File: src/rtl/xbee_uart_fifo.sv
// xbee_uart_fifo: buffered full-duplex UART link for one XBee radio.
//
// A TX FIFO feeds a transmit state machine. A receive state machine with
// start-bit glitch rejection feeds an RX FIFO, which presents its head
// word first-word fall-through.
//
// Optional feature macro: XBEE_PARITY_EN. When it is defined, an even-parity
// bit follows the data bits. TX generates the bit, and RX checks it; a mismatch
// sets frame_err and the word is discarded. When the macro is undefined, a
// frame is start + DATA_WIDTH data bits + stop.
//
// Ports:
//   clk, reset           system clock, synchronous active-high reset
//   tx_data, tx_wr       word to send and its push strobe (ignored when tx_full)
//   tx_full              TX FIFO full
//   rx_rd                pop RX FIFO head (ignored when rx_empty)
//   rx_data              RX FIFO head, 0 while empty
//   rx_empty, rx_count   RX FIFO empty flag and occupancy
//   RxD, TxD             serial line from / to the radio (RxD asynchronous)
//   err_clr              clears both sticky error flags
//   frame_err            sticky: bad stop bit (or parity) seen
//   overrun              sticky: word arrived while RX FIFO full
module xbee_uart_fifo #(
    parameter int BAUD       = 9600,
    parameter int DATA_WIDTH = 8,
    parameter int CLKFREQ    = 100_000_000,
    parameter int FIFO_DEPTH = 16
) (
    input  logic                          clk,
    input  logic                          reset,
    input  logic [DATA_WIDTH-1:0]         tx_data,
    input  logic                          tx_wr,
    output logic                          tx_full,
    input  logic                          rx_rd,
    output logic [DATA_WIDTH-1:0]         rx_data,
    output logic                          rx_empty,
    output logic [$clog2(FIFO_DEPTH):0]   rx_count,
    input  logic                          RxD,
    output logic                          TxD,
    input  logic                          err_clr,
    output logic                          frame_err,
    output logic                          overrun
);
    localparam int BIT_TICKS  = CLKFREQ / BAUD;
    localparam int HALF_TICKS = BIT_TICKS / 2;
    localparam int CW         = (BIT_TICKS > 1) ? $clog2(BIT_TICKS) : 1;
    localparam int PW         = $clog2(FIFO_DEPTH);
    localparam int CNT_W      = PW + 1;
    localparam int BW         = $clog2(DATA_WIDTH);
    localparam logic [CW-1:0]    TICK_LAST = CW'(BIT_TICKS - 1);
    localparam logic [CW-1:0]    TICK_HALF = CW'(HALF_TICKS - 1);
    localparam logic [BW-1:0]    BIT_LAST  = BW'(DATA_WIDTH - 1);
    localparam logic [CNT_W-1:0] DEPTH     = CNT_W'(FIFO_DEPTH);

    typedef enum logic [2:0] {S_IDLE, S_START, S_DATA, S_PARITY, S_STOP} state_t;

`ifdef XBEE_PARITY_EN
    function automatic logic even_parity(input logic [DATA_WIDTH-1:0] d);
        return ^d;
    endfunction
`endif

    // TX FIFO
    logic [DATA_WIDTH-1:0] tx_mem [FIFO_DEPTH];
    logic [PW-1:0]         tx_wp, tx_rp;
    logic [CNT_W-1:0]      tx_cnt;
    logic                  tx_empty, tx_push, tx_pop;

    assign tx_full  = (tx_cnt == DEPTH);
    assign tx_empty = (tx_cnt == '0);
    assign tx_push  = tx_wr && !tx_full;

    always_ff @(posedge clk) begin
        if (reset) begin
            tx_wp  <= '0;
            tx_rp  <= '0;
            tx_cnt <= '0;
        end else begin
            if (tx_push) tx_wp <= tx_wp + 1'b1;
            if (tx_pop)  tx_rp <= tx_rp + 1'b1;
            if (tx_push && !tx_pop)      tx_cnt <= tx_cnt + 1'b1;
            else if (!tx_push && tx_pop) tx_cnt <= tx_cnt - 1'b1;
        end
    end

    always_ff @(posedge clk) begin
        if (tx_push) tx_mem[tx_wp] <= tx_data;
    end

    // TX state machine
    state_t                tx_state, tx_state_nx;
    logic [CW-1:0]         tx_tick;
    logic [BW-1:0]         tx_bit;
    logic [DATA_WIDTH-1:0] tx_shift;
    logic                  tx_tick_end;
`ifdef XBEE_PARITY_EN
    logic                  tx_par;
`endif

    assign tx_tick_end = (tx_tick == TICK_LAST);

    always_comb begin
        tx_state_nx = tx_state;
        tx_pop      = 1'b0;
        TxD         = 1'b1;
        case (tx_state)
            S_IDLE: begin
                if (!tx_empty) begin
                    tx_state_nx = S_START;
                    tx_pop      = 1'b1;
                end
            end
            S_START: begin
                TxD = 1'b0;
                if (tx_tick_end) tx_state_nx = S_DATA;
            end
            S_DATA: begin
                TxD = tx_shift[0];
                if (tx_tick_end && tx_bit == BIT_LAST) begin
`ifdef XBEE_PARITY_EN
                    tx_state_nx = S_PARITY;
`else
                    tx_state_nx = S_STOP;
`endif
                end
            end
            S_PARITY: begin
`ifdef XBEE_PARITY_EN
                TxD = tx_par;
                if (tx_tick_end) tx_state_nx = S_STOP;
`else
                tx_state_nx = S_IDLE;
`endif
            end
            S_STOP: begin
                // Chain straight into the next start bit so back-to-back
                // frames leave no idle gap on the line.
                if (tx_tick_end) begin
                    if (!tx_empty) begin
                        tx_state_nx = S_START;
                        tx_pop      = 1'b1;
                    end else begin
                        tx_state_nx = S_IDLE;
                    end
                end
            end
            default: tx_state_nx = S_IDLE;
        endcase
    end

    always_ff @(posedge clk) begin
        if (reset) begin
            tx_state <= S_IDLE;
            tx_tick  <= '0;
            tx_bit   <= '0;
        end else begin
            tx_state <= tx_state_nx;
            if (tx_state == S_IDLE || tx_tick_end) tx_tick <= '0;
            else                                   tx_tick <= tx_tick + 1'b1;
            if (tx_state == S_DATA && tx_tick_end)
                tx_bit <= (tx_bit == BIT_LAST) ? '0 : tx_bit + 1'b1;
        end
    end

    always_ff @(posedge clk) begin
        if (tx_pop) begin
            tx_shift <= tx_mem[tx_rp];
`ifdef XBEE_PARITY_EN
            tx_par   <= even_parity(tx_mem[tx_rp]);
`endif
        end else if (tx_state == S_DATA && tx_tick_end) begin
            tx_shift <= tx_shift >> 1;
        end
    end

    // RX synchroniser, idle-high so reset cannot fake a start edge
    logic rx_s1, rx_s2, rx_prev, rx_fall;

    always_ff @(posedge clk) begin
        if (reset) begin
            rx_s1   <= 1'b1;
            rx_s2   <= 1'b1;
            rx_prev <= 1'b1;
        end else begin
            rx_s1   <= RxD;
            rx_s2   <= rx_s1;
            rx_prev <= rx_s2;
        end
    end

    assign rx_fall = rx_prev && !rx_s2;

    // RX state machine
    state_t                rx_state, rx_state_nx;
    logic [CW-1:0]         rx_tick;
    logic [BW-1:0]         rx_bit;
    logic [DATA_WIDTH-1:0] rx_shift;
    logic                  rx_tick_end, rx_half_end, rx_push, rx_bad, rx_par_ok;
`ifdef XBEE_PARITY_EN
    logic                  rx_par;
    assign rx_par_ok = (even_parity(rx_shift) == rx_par);
`else
    assign rx_par_ok = 1'b1;
`endif

    assign rx_tick_end = (rx_tick == TICK_LAST);
    assign rx_half_end = (rx_tick == TICK_HALF);

    always_comb begin
        rx_state_nx = rx_state;
        rx_push     = 1'b0;
        rx_bad      = 1'b0;
        case (rx_state)
            S_IDLE:  if (rx_fall) rx_state_nx = S_START;
            S_START: begin
                // Mid-start resample: a line back high means a glitch.
                if (rx_half_end) rx_state_nx = rx_s2 ? S_IDLE : S_DATA;
            end
            S_DATA: begin
                if (rx_tick_end && rx_bit == BIT_LAST) begin
`ifdef XBEE_PARITY_EN
                    rx_state_nx = S_PARITY;
`else
                    rx_state_nx = S_STOP;
`endif
                end
            end
            S_PARITY: begin
`ifdef XBEE_PARITY_EN
                if (rx_tick_end) rx_state_nx = S_STOP;
`else
                rx_state_nx = S_IDLE;
`endif
            end
            S_STOP: begin
                if (rx_tick_end) begin
                    rx_state_nx = S_IDLE;
                    if (rx_s2 && rx_par_ok) rx_push = 1'b1;
                    else                    rx_bad  = 1'b1;
                end
            end
            default: rx_state_nx = S_IDLE;
        endcase
    end

    always_ff @(posedge clk) begin
        if (reset) begin
            rx_state <= S_IDLE;
            rx_tick  <= '0;
            rx_bit   <= '0;
        end else begin
            rx_state <= rx_state_nx;
            if (rx_state == S_IDLE ||
                ((rx_state == S_START) ? rx_half_end : rx_tick_end))
                rx_tick <= '0;
            else
                rx_tick <= rx_tick + 1'b1;
            if (rx_state == S_DATA && rx_tick_end)
                rx_bit <= (rx_bit == BIT_LAST) ? '0 : rx_bit + 1'b1;
        end
    end

    always_ff @(posedge clk) begin
        if (rx_state == S_DATA && rx_tick_end) rx_shift <= {rx_s2, rx_shift[DATA_WIDTH-1:1]};
`ifdef XBEE_PARITY_EN
        if (rx_state == S_PARITY && rx_tick_end) rx_par <= rx_s2;
`endif
    end

    // RX FIFO; a pop in the same cycle frees the slot a full-FIFO push needs
    logic [DATA_WIDTH-1:0] rx_mem [FIFO_DEPTH];
    logic [PW-1:0]         rx_wp, rx_rp;
    logic [CNT_W-1:0]      rx_cnt;
    logic                  rx_full, rx_pop, rx_wr;

    assign rx_full  = (rx_cnt == DEPTH);
    assign rx_empty = (rx_cnt == '0);
    assign rx_pop   = rx_rd && !rx_empty;
    assign rx_wr    = rx_push && (!rx_full || rx_pop);
    assign rx_count = rx_cnt;
    assign rx_data  = rx_empty ? '0 : rx_mem[rx_rp];

    always_ff @(posedge clk) begin
        if (reset) begin
            rx_wp  <= '0;
            rx_rp  <= '0;
            rx_cnt <= '0;
        end else begin
            if (rx_wr)  rx_wp <= rx_wp + 1'b1;
            if (rx_pop) rx_rp <= rx_rp + 1'b1;
            if (rx_wr && !rx_pop)      rx_cnt <= rx_cnt + 1'b1;
            else if (!rx_wr && rx_pop) rx_cnt <= rx_cnt - 1'b1;
        end
    end

    always_ff @(posedge clk) begin
        if (rx_wr) rx_mem[rx_wp] <= rx_shift;
    end

    // Sticky error flags; a clear wins over a same-cycle set
    always_ff @(posedge clk) begin
        if (reset || err_clr) begin
            frame_err <= 1'b0;
            overrun   <= 1'b0;
        end else begin
            if (rx_bad)              frame_err <= 1'b1;
            if (rx_push && !rx_wr)   overrun   <= 1'b1;
        end
    end

endmodule

File: config.mk
export PLATFORM = sky130hd
export DESIGN_NAME = xbee_uart_fifo
export DESIGN_NICKNAME = d
export VERILOG_FILES = /design/src/rtl/xbee_uart_fifo.sv
export SDC_FILE = /design/constraint.sdc
export NUM_CORES = 1
export LEC_CHECK = 0
export BUFFER_PORTS_ARGS = -buffer_cell sky130_fd_sc_hd__buf_4
export CORE_MARGIN = 3
export CORE_UTILIZATION = 45
export DETAILED_ROUTE_END_ITERATION = 7
export HOLD_SLACK_MARGIN = 0.15
export PLACE_DENSITY = 0.65
export REMOVE_ABC_BUFFERS = 1
export SLEW_MARGIN = 20
export SYNTH_ARGS = -nofsm -noshare
export SYNTH_HDL_FRONTEND = slang
export SYNTH_SLANG_ARGS = --single-unit
File: constraint.sdc
create_clock -name clk -period 2.95 [get_ports clk]
set_input_delay 0 -clock clk [delete_from_list [all_inputs] [get_ports clk]]
set_output_delay 0 -clock clk [all_outputs]
set_load 0.01 [all_outputs]
==> impl_results.md, run 1 <==
* CTS tree: yes
* Worst Hold Path EP: rx_s1
* Post-synth EDFFs at 272
* Antenna viol nets, final at 0
* Post-route DRC at 0
* CTS H-Tree Depth at 2
* Switching portion of total power at 25.3%
* Pre-antenna DRT Iters at 5
* Fin nets at 1,001
* Pint at 9.68 mW
* Reg-to-reg slack, setup at 0.11 ns
* Post-route insts no fill at 1,383
* Gr ovfl total at 0
* Final hold viol count at 0
* Worst hold stages at 3
* Slew margin rel. at 54.7%
* Count of different cell masters after synthesis at 49
* DP Wirelength at 16.9 mm
* Sequential Power Share at 44.3%
* Hold Path Origin: RxD
* CP peak stage delay at 0.56 ns
* Static Leakage at 5.51 nW
* Die area at 0.0334 mm2
* Clk_skew at 0.0320 ns
* Initial antenna violation count at 0
* Clock Power Share at 35.4%
* Largest net degree at the start of global routing at 47
* Cell total after placement at 1,301
* Max Cap Viol at 0
* Tcrit/Tclk final at 96.2%
* CP max-delay cell: or4_4
* Initial Utilization at 45.9%
* CTS Buffer Depth at 3
* Fmax at 352 MHz
* Hold Crit Class: input port to flop
* Detailed Route WL at 26.3 mm
* Die Wd at 183 um
* Per-cell routed wire length at 19.0 um
* Die Y at 183 um
* Vias in the first global route at 7,572
* Most frequent CP cell: a21oi_1
* Logic pwr share at 20.2%
* Area growth, synth to finish at 17.4%
* Main synth FF type: edfxtp_1
* Placer Congestion at 0.777
* Ant. Diodes at 0
* FF-to-FF Start: rx_count[0]
* I/O Buffers at 31
* Crit-path leading delay family: simple AND/OR/NAND/NOR gates
* CP endpoint kind: flop
* CTS sink cnt at 351
* Post-synth top area cell: edfxtp_1
* First-pass GRT wire length at 41.7 mm
* Run status: finished, final reports clean
* Crit path launch: rx_count[0]
* IO Pins at 32
* GRT Overall Usage at 15.9%
* Placement row count at 64
* Initial DRC count at 529
* Synth warn at 0
* Layout cells sized above 1 at 25.4%
* Min Tclk post-route at 2.84 ns
* Worst reg2reg path depth at 11
* Setup violators final at 0
* Slew Limit Fails at 0
* Worst Tran Pin Value at 0.679 ns
* Switch Pwr at 3.29 mW
* Vias per inst at 5.37
* Power per cell area at 785 mW/mm2
* RR Endpoint: rx_count[4]
* Largest cells by area after synthesis: edfxtp_1 (58%), mux4_2 (12%), dfxtp_1 (11%)
* Buf+Inv Stages, Crit Path at 1
* Cell Area, Synth at 0.0141 mm2
* Post-Synthesis Cells at 857
* Pwr Total at 13.0 mW
* Via count at 7,431
* Register bit total from synthesis at 351
* Worst VDD drop at 469 uV
* Asr flop ratio synth at 0%
* Clock insertion delay at the later pin of the skew report at 0.52 ns
* CTS Buf Count at 38
* Clock slew at reported path FFs at 0.06 ns
* Seq/Total Area, Yosys at 69.3%
* Startpoint Class: flop
* Setup Crit Path Kind: flop to flop
* CP Cell Sequence: or4_4, nor3b_4, nor3_4, ha_2, inv_1, ha_1, a21o_1, a21oi_1, xnor2_1, or3_1, a21oi_1
* Core outline area at 0.0307 mm2
* Post-Syn Area per Cell at 16.4 um2
* Clock Root Buffer: clkbuf_16
* CP Data Arrival Time at 3.28 ns
* Crit-path max FO at 4
* Worst Path Required at 3.40 ns
* Synth top area share at 58.1%
-- registers in the layout, indices dropped and copies added, names as in the netlist, 4 cells and up, named ones only --
| signal | flops |
|---|---|
| tx_tick | 14 |
| rx_tick | 14 |
| tx_shift | 8 |
| tx_mem | 128 |
| rx_rp | 4 |
| tx_rp | 4 |
| rx_count | 5 |
| tx_cnt | 5 |
| rx_wp | 4 |
| tx_wp | 4 |
| rx_shift | 8 |
| rx_mem | 128 |
-- cell type report --
| cell class | instances | area, um2 |
|---|---|---|
| clock buffers | 48 | 1030 |
| clock inverters | 18 | 198 |
| fillers | 2442 | 14200 |
| inverters | 16 | 60.1 |
| multi-input cells | 451 | 4140 |
| flip-flops and latches | 351 | 9750 |
| well taps | 396 | 495 |
| repair buffers | 103 | 836 |
-- kinds of logic (layout without fill, tap and decap cells) --
logic type	after synthesis	in the layout	share of synthesized area (%)
xor gates and xnor gates	39	39	2.43
buffers and inverters	55	185	1.56
DFF	351	351	69.3
adders and majority gates	26	26	2.42
AOI/OAI and AO/OA	64	64	2.89
muxes	92	92	13.1
and+or+nand+nor	230	230	8.30
-- layout by cell type, fill, tap and decap left out, types with 3 or more instances in the layout --
cell type	n
edfxtp_1	272
nor2_1	95
buf_4	86
dfxtp_1	76
mux4_2	73
clkbuf_16	38
nand2_1	35
ha_1	22
xor2_1	21
xnor2_1	18
a21oi_1	17
inv_1	15
nor3_1	15
dlygate4sd3_1	15
a22oi_1	14
o21ai_0	11
nor2b_1	11
mux2i_1	11
nand4_1	10
nand3_1	9
nor4_1	8
nand2b_1	8
mux2_2	8
and3_1	7
or3_1	6
clkinv_2	6
clkbuf_1	6
or2_2	4
a211oi_1	4
a21o_1	4
clkbuf_8	4
clkinv_1	4
and2_1	3
and4_1	3
a31oi_1	3
dfxtp_2	3
bufinv_16	3
-- power groups by stage --
stage / logic (mW) / clock network [mW] / registers (mW)
floorplan: 1.61 / 0 / 5.98
global placement: 2.55 / 0 / 5.85
detailed placement: 2.59 / 0 / 5.85
CTS: 2.61 / 4.72 / 5.75
global route: 2.88 / 4.91 / 5.78
finish: 2.62 / 4.60 / 5.75
-- worst register-to-register path, cell delays in order, from the launching register on --
cell and delay (ns):
dfxtp_1 0.31, or4_4 0.56, nor3b_4 0.28, nor3_4 0.08, ha_2 0.21, inv_1 0.13
ha_1 0.29, a21o_1 0.19, a21oi_1 0.20, xnor2_1 0.10, or3_1 0.30, a21oi_1 0.13
-- stage by stage --
| stage | hold WS (ns) | util (%) | setup WS [ns] | instance area, um2 | TNS (ns) |
|---|---|---|---|---|---|
| 3_3_place_gp | 0.175 | 49.2 | 0.0898 | 15100 | 0 |
| 4_1_cts | 0.192 | 53.7 | 0.00515 | 16500 | 0 |
| 5_1_grt | 0.216 | 53.8 | -0.0137 | 16500 | -0.0137 |
| 3_5_place_dp | 0.183 | 49.2 | 0.0137 | 15100 | 0 |
| 6_report | 0.216 | 53.8 | 0.112 | 16500 | 0 |
| 2_1_floorplan | 0.0669 | - | -0.274 | 13900 | -0.309 |
-- worst max-delay path by stage --
stage	depth (start not counted)	to	slack, ns
finish	11	rx_count[4]	0.11
detailed placement	11	rx_count[4]	0.01
CTS	11	rx_count[4]	0.005
floorplan	13	tx_cnt[4]	-0.27
global route	11	rx_count[4]	-0.01
global placement	11	rx_count[4]	0.09
-- routing by layer --
metal,track usage [%],routed length [um]
met5,0,0
met4,4.54,551
met3,2.90,1140
met2,26.6,13000
met1,21.6,11600
-- synth_stat cells, types with 3 or more instances --
| library cell | instances |
|---|---|
| and4_1 | 5 |
| nor4_1 | 8 |
| inv_1 | 16 |
| nor2_1 | 95 |
| nor3_1 | 15 |
| mux2_2 | 8 |
| mux4_2 | 73 |
| nand3_1 | 9 |
| mux2i_1 | 11 |
| nand4_1 | 10 |
| edfxtp_1 | 272 |
| nand2b_1 | 8 |
| and2_1 | 3 |
| ha_1 | 24 |
| dfxtp_1 | 79 |
| or4_1 | 3 |
| a31oi_1 | 3 |
| nand2_1 | 35 |
| a22oi_1 | 14 |
| and3_1 | 7 |
| a211oi_1 | 4 |
| xor2_1 | 21 |
| buf_1 | 3 |
| nor2b_1 | 11 |
| a21o_1 | 4 |
| a21oi_1 | 18 |
| or2_2 | 4 |
| xnor2_1 | 18 |
| o21ai_0 | 12 |
| clkbuf_1 | 26 |
| or3_1 | 6 |
| buf_2 | 10 |
-- timing repair --
action,CTS,global route
endpoints found under the hold margin,178,0
resized for setup,0,14
hold buffers,15,0
buffers inserted,0,1
endpoints found under the setup margin,0,2
Power figures use the tool's default switching activity.
==> inputs of run 2 (changes only) <==
--- a/config.mk
+++ b/config.mk
@@ -5,7 +5,9 @@
 export SDC_FILE = /design/constraint.sdc
 export NUM_CORES = 1
 export LEC_CHECK = 0
+export ABC_AREA = 1
 export BUFFER_PORTS_ARGS = -buffer_cell sky130_fd_sc_hd__buf_4
+export CAP_MARGIN = 20
 export CORE_MARGIN = 3
 export CORE_UTILIZATION = 45
 export DETAILED_ROUTE_END_ITERATION = 7
==> impl_results.md, run 2 <==
* Run status: finished, final reports clean
* Ant. Diodes at 0
* CTS Buf Count at 38
* Area growth, synth to finish at 15.2%
* Core outline area at 0.0318 mm2
* Synth top cells by count: edfxtp_1 (272), nor2_1 (260), o21ai_0 (121)
* Synth Area in XOR/XNOR at 1.08%
* Min Tclk post-route at 2.67 ns
* Commonest cells after routing, fill and taps aside: edfxtp_1 (272), nor2_1 (259), o21ai_0 (121)
* Asr flop ratio synth at 0%
* Worst Tran Pin Value at 0.761 ns
* Setup violators final at 0
* Fmax at 375 MHz
* Post-synth top area cell: edfxtp_1
* Placement row count at 65
* Final setup margin at 0.284 ns
* Worst Hold Path EP: tx_mem[0][5]
* Post-synth EDFFs at 272
* Via count at 9,743
* Worst Path Required at 3.40 ns
* Per-cell routed wire length at 16.9 um
* Post-Synth Adder-Cell Area at 2.32%
* Post-Syn Area per Cell at 11.2 um2
* Detailed Route WL at 30.9 mm
* Die Y at 186 um
* Max Cap Viol at 0
* Simple logic cell fraction of the synthesized area at 13.7%
* Unrepaired setup endpoints after global routing: false
* Commonest non-fill, non-tap cell in the layout: edfxtp_1
* Seq/Total Area, Yosys at 66.5%
* RR Endpoint: tx_cnt[4]
* Slew margin rel. at 49.1%
* Startpoint Class: flop
* Post-synthesis compound-gate area fraction at 12.5%
* IO Pins at 32
* Gr ovfl total at 0
* Power per cell area at 831 mW/mm2
* Mux cell area share after synthesis at 0%
* Main synth FF type: edfxtp_1
* Clock insertion delay at the later pin of the skew report at 0.52 ns
* Fin nets at 1,412
* GRT Overall Usage at 17.5%
* Synth top area share at 55.8%
* CTS sink cnt at 351
* Layout cells sized above 1 at 12.4%
* Synth warn at 0
* Vias in the first global route at 9,486
* Die Wd at 186 um
* Clock slew at reported path FFs at 0.06 ns
* Clk_skew at 0.0290 ns
* Cell Area, Synth at 0.0147 mm2
* Setup Crit Path Kind: flop to flop
* Hold Path Origin: tx_data[5]
* I/O Buffers at 31
* CTS Buffer Depth at 3
* Tcrit/Tclk final at 90.4%
* Crit-path max FO at 12
* Antenna viol nets, final at 0
* Initial DRC count at 762
* Post-route DRC at 0
* Slew Limit Fails at 0
* Vias per inst at 5.32
* Initial Utilization at 46.1%
* Register bit total from synthesis at 351
* Worst reg2reg path depth at 17
* Post-Synthesis Cells at 1,305
* Reg-to-reg slack, setup at 0.28 ns
* Largest cells by area after synthesis: edfxtp_1 (56%), dfxtp_1 (11%), nor2_1 (6.7%)
* Die area at 0.0348 mm2
* Biggest regs: rx_mem x128, tx_mem x128
* CTS tree: yes
* DP Wirelength at 18.9 mm
* Count of different cell masters after synthesis at 43
* Final Core Density at 53.1%
* Clock Root Buffer: clkbuf_16
* Worst hold stages at 2
* Largest family of logic cells by synthesized area: simple AND/OR/NAND/NOR gates
* CTS H-Tree Depth at 2
* Initial antenna violation count at 0
* Largest net degree at the start of global routing at 65
* FF-to-FF Start: tx_tick[0]
* Placer Congestion at 0.796
* Worst VDD drop at 522 uV
* CP endpoint kind: flop
* Final hold viol count at 0
* Hold Crit Class: input port to flop
* Setup_tns at 0 ns
* Pre-antenna DRT Iters at 5
* First-pass GRT wire length at 49.7 mm
* CP Data Arrival Time at 3.12 ns
* Static Leakage at 5.88 nW
* Most common cell in the netlist: edfxtp_1
* Post-Place Worst Slack at 0.157 ns
[run 2: changes by cell type after synthesis, sizes merged, moves of 33 or more]
cell    change
inv        +61
mux4       -73
nand2      +91
nand3      +46
nor2      +172
o211ai     +43
o21ai     +110
o21bai     +33
[run 2: routing by layer]
layer	share of wire (%)	vias to the layer above	wire length, um	track usage, %
met5	0	-	0	0
met4	2.4	0	755	5.23
met2	47	204	14600	28.5
met3	5.0	57	1540	3.04
met1	45	4755	14100	24.2
li1	-	4727	-	-
[run 2: where the power goes]
| part | leakage (nW) | internal, mW | switching [mW] | total (mW) |
|---|---|---|---|---|
| registers | 3.10 | 5.62 | 0.210 | 5.83 |
| clock network | 0.598 | 2.77 | 1.86 | 4.63 |
| logic | 2.18 | 1.31 | 2.25 | 3.56 |
| total | 5.88 | 9.70 | 4.32 | 14.0 |
[run 2: worst max-delay path by stage]
stage / from / cells after the start / slack (ns) / to
floorplan: flop / 9 / 0.21 / tx_shift[7]
detailed placement: rx_tick[0] / 17 / 0.16 / rx_count[4]
global route: rx_tick[0] / 18 / 0.01 / rx_count[4]
finish: tx_tick[0] / 17 / 0.28 / tx_cnt[4]
global placement: rx_tick[0] / 17 / 0.22 / rx_count[4]
CTS: rx_tick[0] / 18 / 0.13 / rx_count[4]
[run 2: cells by family (layout without fill, tap and decap cells)]
family,count (synthesis),after routing
and+or+nand+nor,480,480
DFF,351,351
AOI/OAI and AO/OA,294,294
buffers and inverters,136,228
adders and majority gates,26,26
xor gates and xnor gates,18,18
[run 2: through the flow]
step                hold WS, ns  cell area [um2]  cells  total power, mW
finish                    0.351            16900   1832             14.0
global route              0.359            16900   1832             14.8
CTS                       0.333            16800   1831             14.1
detailed placement        0.191            15500   1751             9.44
global placement          0.192            15500   1751             9.38
floorplan                0.0604            14400   1247             8.19
[run 2: final cells by class]
type                       count  area [um2]
multi-input combinational    818        4360
clock inverter                14         129
clock buffer                  51        1090
timing repair buffer          85         701
inverter                      78         303
fill                        2710       14900
sequential                   351        9760
tap                          435         544
[run 2: critical path, stage by stage (launching register included)]
cell and delay [ns]:
dfxtp_2 0.34, ha_2 0.20, nand3_2 0.12, nor2_2 0.16, nand2_2 0.13, a21oi_4 0.21, inv_4 0.10, ha_1 0.23
inv_2 0.10, ha_1 0.26, a21o_1 0.21, a21oi_2 0.13, nor2_1 0.05, nor2_1 0.08, nand2_1 0.07, nand2_1 0.07
nand2_1 0.05, nor2_1 0.09
[run 2: timing repair]
action                                  4_1_cts  5_1_grt
endpoints found under the setup margin        0        2
hold buffers                                 15        0
buffers inserted                              0        1
endpoints found under the hold margin       161        0
gates resized for setup                       0       12
==> inputs of run 3 (changes only) <==
--- a/config.mk
+++ b/config.mk
@@ -12,7 +12,7 @@
 export CORE_UTILIZATION = 45
 export DETAILED_ROUTE_END_ITERATION = 7
 export HOLD_SLACK_MARGIN = 0.15
-export PLACE_DENSITY = 0.65
+export PLACE_DENSITY = 0.62
 export REMOVE_ABC_BUFFERS = 1
 export SLEW_MARGIN = 20
 export SYNTH_ARGS = -nofsm -noshare
==> constraint.sdc (replaced) <==
create_clock -name clk -period 2.9 [get_ports clk]
set_input_delay 0 -clock clk [delete_from_list [all_inputs] [get_ports clk]]
set_output_delay 0 -clock clk [all_outputs]
set_load 0.01 [all_outputs]
==> impl_results.md, run 3 (synthesis results as in run 2) <==
* Fmax at 385 MHz
* Initial Utilization at 46.1%
* Largest net degree at the start of global routing at 65
* IO Pins at 32
* Via count at 9,581
* Slew margin rel. at 46.9%
* Die area at 0.0348 mm2
* Startpoint Class: flop
* Worst Path Required at 3.35 ns
* Core outline area at 0.0318 mm2
* First-pass GRT wire length at 49.3 mm
* Final setup margin at 0.304 ns
* Power per cell area at 829 mW/mm2
* Clock Root Buffer: clkbuf_16
* Register area at 0.00975 mm2
* Setup violators final at 0
* Area of the multi-input gates at 0.00437 mm2
* GRT Overall Usage at 17.5%
* Hold Worst Slack at 0.356 ns
* CP Data Arrival Time at 3.05 ns
* Gr ovfl total at 0
* Initial antenna violation count at 0
* Final hold viol count at 0
* Unrepaired setup endpoints after global routing: false
* Ant. Diodes at 0
* Die Y at 186 um
* Setup_tns at 0 ns
* Vias per inst at 5.23
* Clock insertion delay at the later pin of the skew report at 0.52 ns
* Layout cells sized above 1 at 11.8%
* Commonest non-fill, non-tap cell in the layout: edfxtp_1
* Initial DRC count at 779
* Commonest cells after routing, fill and taps aside: edfxtp_1 (272), nor2_1 (259), o21ai_0 (121)
* CTS sink cnt at 351
* Static Leakage at 5.82 nW
* Slew Limit Fails at 0
* Biggest regs: rx_mem x128, tx_mem x128
* Die Wd at 186 um
* Tcrit/Tclk final at 89.5%
* Final Core Density at 52.8%
* Post-Place Worst Slack at 0.106 ns
* CTS tree: yes
* Cell total after placement at 1,752
* Setup Crit Path Kind: flop to flop
* CTS H-Tree Depth at 2
* Vias in the first global route at 9,225
* CTS Buf Count at 38
* Run status: finished, final reports clean
* Worst hold stages at 2
* Fin nets at 1,412
* Hold Path Origin: tx_data[5]
* Max Cap Viol at 0
* FILL cells at 2,747
* Post-route DRC at 0
* FF-to-FF Start: tx_tick[0]
* Detailed Route WL at 30.5 mm
* Min Tclk post-route at 2.60 ns
* CP endpoint kind: flop
* Worst VDD drop at 392 uV
* Hold Crit Class: input port to flop
* Area growth, synth to finish at 14.6%
* I/O Buffers at 31
* Crit-path max FO at 12
* Pwr Total at 13.9 mW
* Worst reg2reg path depth at 17
* Per-cell routed wire length at 16.7 um
* Placed inst area at 0.0155 mm2
* Clk_skew at 0.0174 ns
* Design area at 0.0168 mm2
* Placer Congestion at 0.822
* Post-route insts no fill at 1,831
* Worst Tran Pin Value at 0.794 ns
* Antenna viol nets, final at 0
* Pre-antenna DRT Iters at 5
* CTS Buffer Depth at 3
* Placement row count at 65
* Clock slew at reported path FFs at 0.06 ns
* Crit path launch: tx_tick[0]
* DP Wirelength at 18.9 mm
[run 3: cell count changes in the layout (fill, tap and decap cells not counted), moves of 2 or more]
cell	change
clkinv_1	+5
clkbuf_16	-3
clkbuf_4	-2
clkbuf_1	+2
clkbuf_8	-2
[run 3: final timing paths]
path / endpoint / slack [ns]
worst min-delay path: tx_mem[8][5] / 0.36
worst min register to register: rx_s2 / 0.42
worst max register to register: tx_cnt[4] / 0.30
worst max-delay path: tx_cnt[4] / 0.30
[run 3: area by class of cell]
| class | instances | area share, % |
|---|---|---|
| clock buffer | 46 | 5.84 |
| multi-input combinational | 818 | 26.0 |
| sequential | 351 | 58.1 |
| clock inverter | 18 | 0.775 |
| tap | 435 | 3.24 |
| timing repair buffer | 85 | 4.25 |
| inverter | 78 | 1.80 |
[run 3: power by group]
group / internal, mW / switching [mW]
Combinational: 1.34 / 2.25
Sequential: 5.71 / 0.263
Clock: 2.50 / 1.86
Total: 9.55 / 4.37
[run 3: timing repair]
item,4_1_cts,5_1_grt
endpoints found under the setup margin,0,2
hold buffers,15,0
hold endpoints to repair,161,0
setup buffers,0,0
resized for setup,0,13
[run 3: metal layers]
metal  GRT usage [%]  routed length, um  vias up
met3            2.54               1400       40
met4            4.54                572        0
met5               0                  0        -
met1            25.2              14400     4617
met2            28.1              14200      197
li1                -                  -     4727
[run 3: critical path, stage by stage, from the launching register on]
cell,delay (ns)
dfxtp_1,0.35
ha_2,0.21
nand3_2,0.11
nor2_2,0.15
nand2_2,0.13
a21oi_4,0.18
inv_4,0.10
ha_1,0.23
inv_2,0.09
ha_1,0.26
a21o_1,0.20
a21oi_2,0.14
nor2_1,0.05
nor2_1,0.08
nand2_1,0.07
nand2_1,0.06
nand2_1,0.05
nor2_1,0.08
